--- src/rtl/fft_pkg.sv ---
// Shared constants, serializer state encoding and bin saturation for the FFT output path.
package fft_pkg;

    localparam int FFT_N_BINS = 8;
    localparam int FFT_BIN_W  = 9;
    localparam int FFT_OUT_W  = 8;

    localparam logic [7:0] FFT_SER_HEADER = 8'hA5;

    typedef enum logic {
        SER_IDLE,
        SER_SEND
    } ser_state_e;

    // Clamp an unsigned magnitude to the output beat width.
    function automatic logic [FFT_OUT_W-1:0] sat_bin(input logic [FFT_BIN_W-1:0] x);
        if (x >= FFT_BIN_W'(2 ** FFT_OUT_W)) begin
            return '1;
        end
        return x[FFT_OUT_W-1:0];
    endfunction

endpackage

--- src/rtl/fft_bin_serializer_if.sv ---
// Frame-load and beat-output handshake bundle of the FFT bin serializer.
interface fft_bin_serializer_if
    import fft_pkg::*;
#(
    parameter int N_BINS = FFT_N_BINS,
    parameter int BIN_W  = FFT_BIN_W,
    parameter int OUT_W  = FFT_OUT_W
);

    logic                    load_valid;
    logic                    load_ready;
    logic [N_BINS*BIN_W-1:0] bins_flat;
    logic [OUT_W-1:0]        out_data;
    logic                    out_valid;
    logic                    out_ready;
    logic                    out_first;
    logic                    out_last;

    // The serializer is the slave of the frame producer and drives the beat stream.
    modport slave (
        input  load_valid, bins_flat, out_ready,
        output load_ready, out_data, out_valid, out_first, out_last
    );

    modport master (
        output load_valid, bins_flat, out_ready,
        input  load_ready, out_data, out_valid, out_first, out_last
    );

endinterface

--- src/rtl/fft_bin_sat.sv ---
// Combinational BIN_W -> OUT_W unsigned saturator for one FFT magnitude bin.
module fft_bin_sat
    import fft_pkg::*;
#(
    parameter int BIN_W = FFT_BIN_W,
    parameter int OUT_W = FFT_OUT_W
) (
    input  logic [BIN_W-1:0] bin_i,
    output logic [OUT_W-1:0] sat_o
);

    generate
        if (BIN_W == FFT_BIN_W && OUT_W == FFT_OUT_W) begin : g_pkg
            assign sat_o = sat_bin(bin_i);
        end else if (BIN_W > OUT_W) begin : g_clip
            assign sat_o = (|bin_i[BIN_W-1:OUT_W]) ? '1 : bin_i[OUT_W-1:0];
        end else begin : g_pass
            assign sat_o = OUT_W'(bin_i);
        end
    endgenerate

endmodule

--- src/rtl/fft_bin_serializer.sv ---
// Captures a frame of FFT magnitude bins and streams them one saturated beat per handshake.
// Optional build macro FFT_SER_HEADER_EN prefixes every frame with an 8'hA5 header beat.
module fft_bin_serializer
    import fft_pkg::*;
#(
    parameter int N_BINS = FFT_N_BINS,
    parameter int BIN_W  = FFT_BIN_W,
    parameter int OUT_W  = FFT_OUT_W
) (
    input  logic                 clk,
    input  logic                 rst,
    fft_bin_serializer_if.slave  bus,
    output logic                 busy
);

`ifdef FFT_SER_HEADER_EN
    localparam bit HDR_EN = 1'b1;
`else
    localparam bit HDR_EN = 1'b0;
`endif

    localparam int LAST_BEAT = HDR_EN ? N_BINS : N_BINS - 1;
    localparam int IDX_W     = $clog2(LAST_BEAT + 1);
    localparam int SEL_W     = $clog2(N_BINS);
    localparam logic [IDX_W-1:0] IDX_LAST = IDX_W'(LAST_BEAT);

    ser_state_e       state_q, state_d;
    logic [IDX_W-1:0] idx_q, idx_d;
    logic [BIN_W-1:0] buf_q [N_BINS];
    logic [BIN_W-1:0] buf_d [N_BINS];
    logic [OUT_W-1:0] data_q, data_d;
    logic             valid_q, valid_d;
    logic             first_q, first_d;
    logic             last_q, last_d;
    logic             busy_q, busy_d;

    logic             frame_end;
    logic             load_fire;
    logic             beat_fire;
    logic [IDX_W-1:0] idx_next;
    logic [SEL_W-1:0] bin_sel;
    logic [BIN_W-1:0] bin_mux;
    logic [OUT_W-1:0] bin_sat;

    assign idx_next  = idx_q + IDX_W'(1);
    assign frame_end = (state_q == SER_SEND) && (idx_q == IDX_LAST);

    // Ready in SEND only while the final beat is being taken, so frames can abut.
    assign bus.load_ready = (state_q == SER_IDLE) || (frame_end && bus.out_ready);
    assign load_fire      = bus.load_valid && bus.load_ready;
    assign beat_fire      = valid_q && bus.out_ready;

    // With a header, beat n carries bin n-1, so the next beat reads bin idx_q.
    assign bin_sel = HDR_EN ? idx_q[SEL_W-1:0] : idx_next[SEL_W-1:0];
    assign bin_mux = load_fire ? bus.bins_flat[BIN_W-1:0] : buf_q[bin_sel];

    fft_bin_sat #(
        .BIN_W (BIN_W),
        .OUT_W (OUT_W)
    ) u_sat (
        .bin_i (bin_mux),
        .sat_o (bin_sat)
    );

    always_comb begin
        // NOTE: every variable gets its hold value first so no path can infer a latch.
        state_d = state_q;
        idx_d   = idx_q;
        buf_d   = buf_q;
        data_d  = data_q;
        valid_d = valid_q;
        first_d = first_q;
        last_d  = last_q;

        if (load_fire) begin
            state_d = SER_SEND;
            idx_d   = '0;
            for (int k = 0; k < N_BINS; k++) begin
                buf_d[k] = bus.bins_flat[k*BIN_W +: BIN_W];
            end
            data_d  = HDR_EN ? OUT_W'(FFT_SER_HEADER) : bin_sat;
            valid_d = 1'b1;
            first_d = 1'b1;
            last_d  = 1'b0;
        end else if (beat_fire && frame_end) begin
            state_d = SER_IDLE;
            idx_d   = '0;
            data_d  = '0;
            valid_d = 1'b0;
            first_d = 1'b0;
            last_d  = 1'b0;
        end else if (beat_fire) begin
            idx_d   = idx_next;
            data_d  = bin_sat;
            first_d = 1'b0;
            last_d  = (idx_next == IDX_LAST);
        end

        busy_d = (state_d == SER_SEND);
    end

    always_ff @(posedge clk) begin
        // NOTE: non-blocking assignments keep every register sampling pre-edge values.
        if (rst) begin
            state_q <= SER_IDLE;
            idx_q   <= '0;
            // NOTE: the frame buffer is small and cleared on reset so no stale bin is ever visible.
            for (int k = 0; k < N_BINS; k++) begin
                buf_q[k] <= '0;
            end
            data_q  <= '0;
            valid_q <= 1'b0;
            first_q <= 1'b0;
            last_q  <= 1'b0;
            busy_q  <= 1'b0;
        end else begin
            state_q <= state_d;
            idx_q   <= idx_d;
            buf_q   <= buf_d;
            data_q  <= data_d;
            valid_q <= valid_d;
            first_q <= first_d;
            last_q  <= last_d;
            busy_q  <= busy_d;
        end
    end

    assign bus.out_data  = data_q;
    assign bus.out_valid = valid_q;
    assign bus.out_first = first_q;
    assign bus.out_last  = last_q;
    assign busy          = busy_q;

endmodule

--- src/flat_wrapper.sv ---
// flat-port wrapper written by rule: the top's interface ports become plain ports
module fft_bin_serializer_flat import fft_pkg::*;
#(
    parameter int N_BINS = FFT_N_BINS,
    parameter int BIN_W  = FFT_BIN_W,
    parameter int OUT_W  = FFT_OUT_W
)
  (clk, rst, busy, bus_load_valid, bus_bins_flat, bus_out_ready, bus_load_ready, bus_out_data, bus_out_valid, bus_out_first, bus_out_last);
  fft_bin_serializer_if #(.N_BINS(N_BINS), .BIN_W(BIN_W), .OUT_W(OUT_W)) bus_i ();
  input  logic clk;
  input  logic rst;
  output logic busy;
  input wire logic [$bits(bus_i.load_valid)-1:0] bus_load_valid;
  input wire logic [$bits(bus_i.bins_flat)-1:0] bus_bins_flat;
  input wire logic [$bits(bus_i.out_ready)-1:0] bus_out_ready;
  output wire logic [$bits(bus_i.load_ready)-1:0] bus_load_ready;
  output wire logic [$bits(bus_i.out_data)-1:0] bus_out_data;
  output wire logic [$bits(bus_i.out_valid)-1:0] bus_out_valid;
  output wire logic [$bits(bus_i.out_first)-1:0] bus_out_first;
  output wire logic [$bits(bus_i.out_last)-1:0] bus_out_last;
  assign bus_i.load_valid = bus_load_valid;
  assign bus_i.bins_flat = bus_bins_flat;
  assign bus_i.out_ready = bus_out_ready;
  assign bus_load_ready = bus_i.load_ready;
  assign bus_out_data = bus_i.out_data;
  assign bus_out_valid = bus_i.out_valid;
  assign bus_out_first = bus_i.out_first;
  assign bus_out_last = bus_i.out_last;
  fft_bin_serializer #(.N_BINS(N_BINS), .BIN_W(BIN_W), .OUT_W(OUT_W)) u_core (.clk(clk), .rst(rst), .bus(bus_i), .busy(busy));
endmodule
--- config.mk ---
export PLATFORM = sky130hd
export DESIGN_NAME = fft_bin_serializer_flat
export DESIGN_NICKNAME = d
export VERILOG_FILES = /design/src/rtl/fft_pkg.sv /design/src/rtl/fft_bin_serializer_if.sv /design/src/rtl/fft_bin_sat.sv /design/src/rtl/fft_bin_serializer.sv /design/src/flat_wrapper.sv
export SDC_FILE = /design/constraint.sdc
export NUM_CORES = 1
export LEC_CHECK = 0
export ABC_AREA = 1
export CORE_UTILIZATION = 48
export DETAILED_ROUTE_END_ITERATION = 6
export GPL_TIMING_DRIVEN = 0
export HOLD_SLACK_MARGIN = 0.1
export PLACE_DENSITY = 0.73
export SYNTH_ARGS = -nofsm -noshare
export SYNTH_HDL_FRONTEND = slang
export SYNTH_HIERARCHICAL = 1
export SYNTH_SLANG_ARGS = --single-unit
--- constraint.sdc ---
create_clock -name clk -period 2.73 [get_ports clk]
set_clock_uncertainty 0.2 [all_clocks]
set_input_delay 0.6825 -clock clk [delete_from_list [all_inputs] [get_ports clk]]
set_output_delay 0.6825 -clock clk [all_outputs]
set_load 0.02 [all_outputs]
==> summary.txt, run 1 <==
Worst setup path
  • Worst setup path category: input pin to flop
  • Crit start category: input pin
  • WP buf/inv: 6
  • Crit path cell chain: clkdlybuf4s50_1, nand2_4, inv_2, nand2_1, nand2_4, buf_4, nand2_2, buf_6, buf_6, nand3_1, nand2_1, inv_2, nand2_1, a21oi_1, nor2_1
  • Worst path max stage delay: 0.50 ns
  • Worst-path maximum fanout: 10
  • Crit-path slowest cell: clkdlybuf4s50_1
  • Most frequent CP cell: nand2_1
  • Worst flop-to-flop path endpoint: u_core/bus.out_data[7]
  • Largest delay share family, worst path: buffers and inverters
  • CP arrival: 2.66 ns
  • Worst setup EP type: flop
  • R2r setup slk: 0.21 ns
  • Worst r2r src: u_core/idx_q[0]
  • Worst Path Required: 2.77 ns
  • R2R cell count: 12

Layout
  • Multi-input logic area: 2191 sq um
  • Final instance count without filler cells: 830
  • Final nets: 798
  • Area grow syn2layout: 27.43%
  • Share of cells above drive strength 1: 13.57%
  • Antenna cells: 0
  • Fill cell count: 818
  • Register area: 1722 sq um

Floorplanning
  • Initial Utilization: 50.14%
  • Core Box Area: 8806 sq um
  • Die footprint: 9586 sq um
  • Die Ht: 97.91 um
  • Die X: 97.91 um
  • Number of top-level pins: 89
  • Core Rows: 34

Global routing
  • Largest net degree at the start of global routing: 20
  • Antenna violations before repair: 0
  • Vias in the first global route: 4200
  • Gr usage total: 24.52%
  • First-pass GRT wire length: 18930 um
  • Gr ovfl total: 0

Yosys
  • Post-synthesis xor/xnor area fraction: 0.1984%
  • Post-Synth Simple-Gate Area: 29.81%
  • Share of flip-flops with an asynchronous set or reset: 0%
  • EDFF count, synth: 0
  • Post-Synth Adder-Cell Area: 0.8501%
  • Synth top area share: 38.99%
  • Mean post-synth cell area: 7.099 sq um
  • Synth area leader: dfxtp_1
  • Register bit count reported by yosys: 86
  • Post-synth top cells: 139 x nor2_1, 120 x nand2_1, 86 x dfxtp_1
  • Synth Flop Type: dfxtp_1
  • Synth Cell Area: 4415 sq um
  • Mux contribution to synthesized area: 0%
  • Unique masters post-synth: 21
  • Area contributors post-synth: dfxtp_1 39%, o21bai_2 13%, nor2_1 12%
  • Syn nets: 701
  • Yosys warnings: 6
  • Part of the Yosys area used for sequential elements: 38.99%
  • Most frequent cell after synthesis: nor2_1
  • Post-Synthesis Cells: 622
  • Largest family of logic cells by synthesized area: simple AND/OR/NAND/NOR gates
  • Synth Area in Compound Gates: 18.53%

Status
  • Status: complete, but fails checks
  • Failing checks: design-rule violations

Power and ir drop
  • Leakage power: 2.519 nW
  • Worst VDD drop: 0.2331 mV
  • Total power density per cell area: 522.9 nW/um^2

Timing
  • Max Clock Freq: 382.4 MHz
  • Slew Limit Fails: 0
  • Final worst path period need: 2.615 ns
  • Tcrit/Tclk final: 95.78%
  • Count of final setup violators: 0
  • Hold_ws: 0.2659 ns
  • Fin. Hold Viols: 0
  • Slew @ Worst Pin: 0.6312 ns
  • Setup TNS after final layout: 0 ns
  • RSZ-0062 raised after global routing: false
  • Relative slew slack: 57.92%

Clock network
  • Clk buf depth: 2
  • Cts bufs inserted: 9
  • CTS tree: yes
  • Clk sinks: 86
  • Clock latency at the later pin of the worst-skew pair: 0.35 ns
  • CTS Root Cell: clkbuf_8
  • H-Tree Depth: 3
  • Worst-path clk slew: 0.08 ns

Detailed routing
  • Detailed Route Iter0 Violations: 263
  • Via/cell ratio: 5.066
  • Post-Route WL: 11010 um
  • Drt wl/cell: 13.26 um
  • Post-DRT Antenna Nets: 0
  • DRC: 6
  • DRT Pass-1 Iters: 7
  • DR vias: 4205

Flow run
  • Max Cap Viol: 0

Place
  • Routability cong.: 0.8891
  • PortBufs: 87
  • Placed Cells: 817
  • DP HPWL: 8246 um

Hold path
  • Hold Crit Start: u_core/buf_q[71]
  • Hold crit path type: flop to flop
  • WHS Path Cells: 2
  • WHS Endpoint: u_core/buf_q[71]
-- stage by stage --
step,setup slack (ns),power [mW],instance area (sq um),utilization (%)
detailed placement,-0.5289,2.064,5421,61.57
global route,0.0004172,3.104,5627,63.90
global placement,-0.4992,2.050,5421,61.57
finish,0.1152,2.942,5627,63.90
floorplan,0.4730,1.812,4415,-
CTS,0.03144,2.957,5630,63.94
-- area by class of cell --
cell class                 count  share of cell area (%)
tap                          108                   2.402
sequential                    86                   30.60
timing repair buffer          89                   15.65
inverter                      73                   4.870
clock buffer                  11                   2.691
multi-input combinational    425                   38.94
buffer                        35                   4.047
clock inverter                 3                  0.8005
-- flip-flops by register name, indices dropped and copies added (netlist names) --
signal and count:
u_core/buf_q 72, u_core/bus.out_data 8, u_core/bus.out_first 1, u_core/bus.out_last 1
u_core/busy 1, u_core/idx_q 3
-- cell families (layout without fill, tap and decap cells) --
kind of cell,count (synthesis),after routing
XOR/XNOR,1,1
AO/OA/AOI/OAI,94,94
buffers and inverters,111,211
AND/OR/NAND/NOR,327,327
flip-flops,86,86
adder cells (fa/ha/maj),3,3
-- worst reg2reg max path, stage by stage, from the launching register on --
cell and delay [ns]:
dfxtp_1 0.39, inv_2 0.18, ha_1 0.36, clkinv_1 0.25, clkbuf_2 0.29, nand2_1 0.11, nand3_1 0.07, nand3_1 0.10
nand2_1 0.07, inv_2 0.11, nand2_1 0.06, a21oi_1 0.16, nor2_1 0.06
-- cells in the final DEF (no fill, tap or decap) --
| cell type | instances |
|---|---|
| bufinv_16 | 1 |
| nand2_1 | 120 |
| o21ai_1 | 1 |
| nand2_2 | 1 |
| a22oi_1 | 1 |
| clkinv_1 | 1 |
| inv_1 | 67 |
| nor2_1 | 139 |
| o21ai_0 | 10 |
| buf_2 | 8 |
| ha_1 | 3 |
| nand3_1 | 65 |
| buf_4 | 9 |
| o21bai_2 | 50 |
| clkbuf_1 | 12 |
| nand2_4 | 2 |
| dfxtp_1 | 86 |
| clkbuf_8 | 11 |
| clkdlybuf4s50_1 | 86 |
| a21oi_1 | 19 |
| buf_6 | 8 |
| clkinvlp_4 | 2 |
| clkbuf_2 | 1 |
| inv_2 | 5 |
| o21bai_1 | 13 |
| xor2_1 | 1 |
-- how the worst max path moves through the flow --
| stage | start | endpoint | slack, ns | cells past startpoint |
|---|---|---|---|---|
| final | bus_out_ready | u_core/bus.out_data[7] | 0.12 | 15 |
| after global routing | bus_out_ready | u_core/bus.out_data[0] | 0.0004 | 15 |
| after CTS | bus_out_ready | bus_load_ready | 0.03 | 6 |
| after detailed placement | bus_out_ready | bus_load_ready | -0.53 | 7 |
| after global placement | bus_out_ready | bus_load_ready | -0.50 | 7 |
| after floorplan | u_core/idx_q[0] | u_core/bus.out_data[5] | 0.47 | 13 |
-- layer usage --
layer | wire, um | GRT usage [%] | vias to the layer above
met2 | 5335 | 41.98 | 150
met4 | 187 | 9.207 | 0
met5 | 0 | 0 | -
li1 | - | - | 2128
met3 | 776 | 4.653 | 18
met1 | 4706 | 30.54 | 1909
-- repair_timing --
item | 4_1_cts | 5_1_grt
endpoints found under the setup margin | 9 | 5
hold buffers | 0 | 0
resized for setup | 4 | 4
pin swaps | 1 | 0
setup buffers | 2 | 0
-- where the power goes --
| group | switching, mW | internal, mW | total, mW |
|---|---|---|---|
| sequential | 0.0502 | 1.35 | 1.40 |
| combinational | 0.329 | 0.310 | 0.639 |
| clock | 0.440 | 0.463 | 0.903 |
Note: power is estimated with default switching activity, not from simulation.
==> inputs of run 2 (changes only) <==
TNS_END_PERCENT = 1   (was unset)
clock period = 2.78 ns   (was 2.73 ns; I/O delays follow)
==> summary.txt, run 2 (synthesized netlist as in run 1, its figures left out) <==
Status
  • Failing checks: design-rule violations (unchanged)
  • Status: complete, but fails checks (unchanged)

Timing
  • Tcrit/Tclk final: 97.82%
  • Fin. Hold Viols: 0 (unchanged)
  • Count of final setup violators: 0 (unchanged)
  • Slew @ Worst Pin: 0.6313 ns (was 0.6312 ns)
  • RSZ-0062 raised after global routing: false (unchanged)
  • Max Clock Freq: 367.7 MHz
  • Slew Limit Fails: 0 (unchanged)
  • Relative slew slack: 57.92% (about the same)
  • Setup TNS after final layout: 0 ns (unchanged)
  • Final worst path period need: 2.719 ns
  • Worst setup margin: 0.06074 ns (was 0.1152 ns)

Place
  • PortBufs: 87 (unchanged)
  • Placed Area: 5421 sq um (unchanged)
  • DP HPWL: 8246 um (unchanged)
  • Post-Place Setup Slack: -0.5039 ns (was -0.5289 ns)
  • Placed Cells: 817 (unchanged)
  • Routability cong.: 0.8891 (unchanged)

Hold path
  • Hold crit path type: flop to flop (unchanged)
  • Hold Crit Start: u_core/buf_q[71] (unchanged)

Floorplanning
  • Die Ht: 97.91 um (unchanged)
  • Number of top-level pins: 89 (unchanged)
  • Core Box Area: 8806 sq um (unchanged)
  • Initial Utilization: 50.14% (unchanged)
  • Core Rows: 34 (unchanged)
  • Die footprint: 9586 sq um (unchanged)
  • Die X: 97.91 um (unchanged)

Worst setup path
  • Crit start category: input pin (unchanged)
  • Crit-path slowest cell: clkdlybuf4s50_1 (unchanged)
  • Worst setup path start: bus_out_ready (unchanged)
  • CP arrival: 1.82 ns (was 2.66 ns)
  • Crit path cell chain: clkdlybuf4s50_1, nand2_4, inv_2, nand2_1, nand2_4, clkdlybuf4s15_2 (was clkdlybuf4s50_1, nand2_4, inv_2, nand2_1, nand2_4, buf_4, nand2_2, buf_6, buf_6, nand3_1, nand2_1, inv_2, nand2_1, a21oi_1, nor2_1)
  • Most frequent CP cell: nand2_4 (was nand2_1)
  • Worst setup EP type: output pin (was flop)
  • Worst setup path category: input pin to output pin (was input pin to flop)
  • Worst path max stage delay: 0.50 ns (about the same)
  • Worst-path maximum fanout: 9 (was 10)
  • Worst Path Required: 1.88 ns (was 2.77 ns)
  • Worst r2r src: u_core/idx_q[0] (unchanged)

Global routing
  • Vias in the first global route: 4180 (was 4200)
  • Antenna violations before repair: 0 (unchanged)
  • First-pass GRT wire length: 18850 um (was 18930 um)
  • Gr ovfl total: 0 (unchanged)
  • Gr usage total: 24.41% (was 24.52%)
  • Largest net degree at the start of global routing: 14 (was 20)

Flow run
  • Max Cap Viol: 0 (unchanged)

Clock network
  • Worst-path clk slew: 0.08 ns (about the same)
  • Cts bufs inserted: 9 (unchanged)
  • CTS tree: yes (unchanged)
  • CTS Root Cell: clkbuf_8 (unchanged)
  • Clk buf depth: 2 (unchanged)
  • Clock latency at the later pin of the worst-skew pair: 0.35 ns (about the same)
  • H-Tree Depth: 3 (unchanged)
  • Clk sinks: 86 (unchanged)
  • # hold bufs at CTS: 0 (unchanged)

Detailed routing
  • Post-Route WL: 11010 um (about the same)
  • Detailed Route Iter0 Violations: 220 (was 263)
  • Drt wl/cell: 13.26 um (about the same)
  • Post-DRT Antenna Nets: 0 (unchanged)
  • DRC: 6 (unchanged)
  • Via/cell ratio: 5.059 (was 5.066)
  • DRT Pass-1 Iters: 7 (unchanged)
  • DR vias: 4199 (was 4205)

Layout
  • Fill cell count: 815 (was 818)
  • Multi-input logic area: 2191 sq um (unchanged)
  • Max reg flops: 72 (unchanged)
  • Share of cells above drive strength 1: 13.30% (was 13.57%)
  • Design area: 5632 sq um (was 5627 sq um)
  • Area grow syn2layout: 27.54% (was 27.43%)
  • Antenna cells: 0 (unchanged)
  • Commonest cells after routing, fill and taps aside: 139 x nor2_1, 120 x nand2_1, 86 x clkdlybuf4s50_1, 86 x dfxtp_1, 67 x inv_1 (unchanged)
  • Final nets: 798 (unchanged)
  • Largest Register: u_core/buf_q (unchanged)
  • Register area: 1722 sq um (unchanged)
  • Most common cell after layout, fill and taps aside: nor2_1 (unchanged)
  • Final instance count without filler cells: 830 (unchanged)

Power and ir drop
  • Worst VDD drop: 0.2279 mV (was 0.2331 mV)
  • Total power density per cell area: 513.6 nW/um^2 (was 522.9 nW/um^2)
  • Leakage power: 2.516 nW (was 2.519 nW)
-- run 2: cell count changes in the layout (fill, tap and decap cells not counted), sizes merged --
cell / change
buf: -1
clkdlybuf4s15: +1
-- run 2: final timing paths --
kind,to,depth (start not counted),slack [ns]
max,bus_load_ready,6,0.06
min,u_core/buf_q[71],2,0.27
max reg2reg,u_core/bus.out_data[7],12,0.23
min reg2reg,u_core/buf_q[71],2,0.27
-- run 2: routing by layer --
layer	track usage, %	vias up	share of wire, %
met5	0	-	0
met4	8.625	0	1.8
met3	4.510	19	6.6
met2	42.15	138	48
met1	30.41	1914	43
li1	-	2128	-
-- run 2: what timing repair did --
item / in CTS / in global routing
pin swaps: 1 / 0
endpoints found under the setup margin: 1 / 9
buffers inserted: 1 / 0
cloned: 0 / 0
resized for setup: 4 / 2
-- run 2: final cells by class --
cell class	count	area share, %
sequential	86	30.57
timing repair buffer	88	15.69
tap	108	2.399
multi-input combinational	425	38.90
inverter	73	4.866
clock inverter	3	0.7998
buffer	36	4.088
clock buffer	11	2.688
-- run 2: critical path: cells and delay by family --
family,cells,cell delay [ns]
simple gates,3,0.29
buf+inv,3,0.84
-- run 2: per-stage QoR --
stage | total power [mW] | util (%) | hold WS (ns)
floorplan | 1.779 | - | 0.2391
global placement | 2.013 | 61.57 | 0.2506
detailed placement | 2.027 | 61.57 | 0.2544
CTS | 2.903 | 63.90 | 0.2664
global route | 3.047 | 63.95 | 0.2824
finish | 2.892 | 63.95 | 0.2677
-- run 2: where the power goes --
part / internal (mW) / total (mW) / switching (mW)
Clock: 0.455 / 0.889 / 0.434
Sequential: 1.33 / 1.38 / 0.0492
Combinational: 0.305 / 0.628 / 0.323
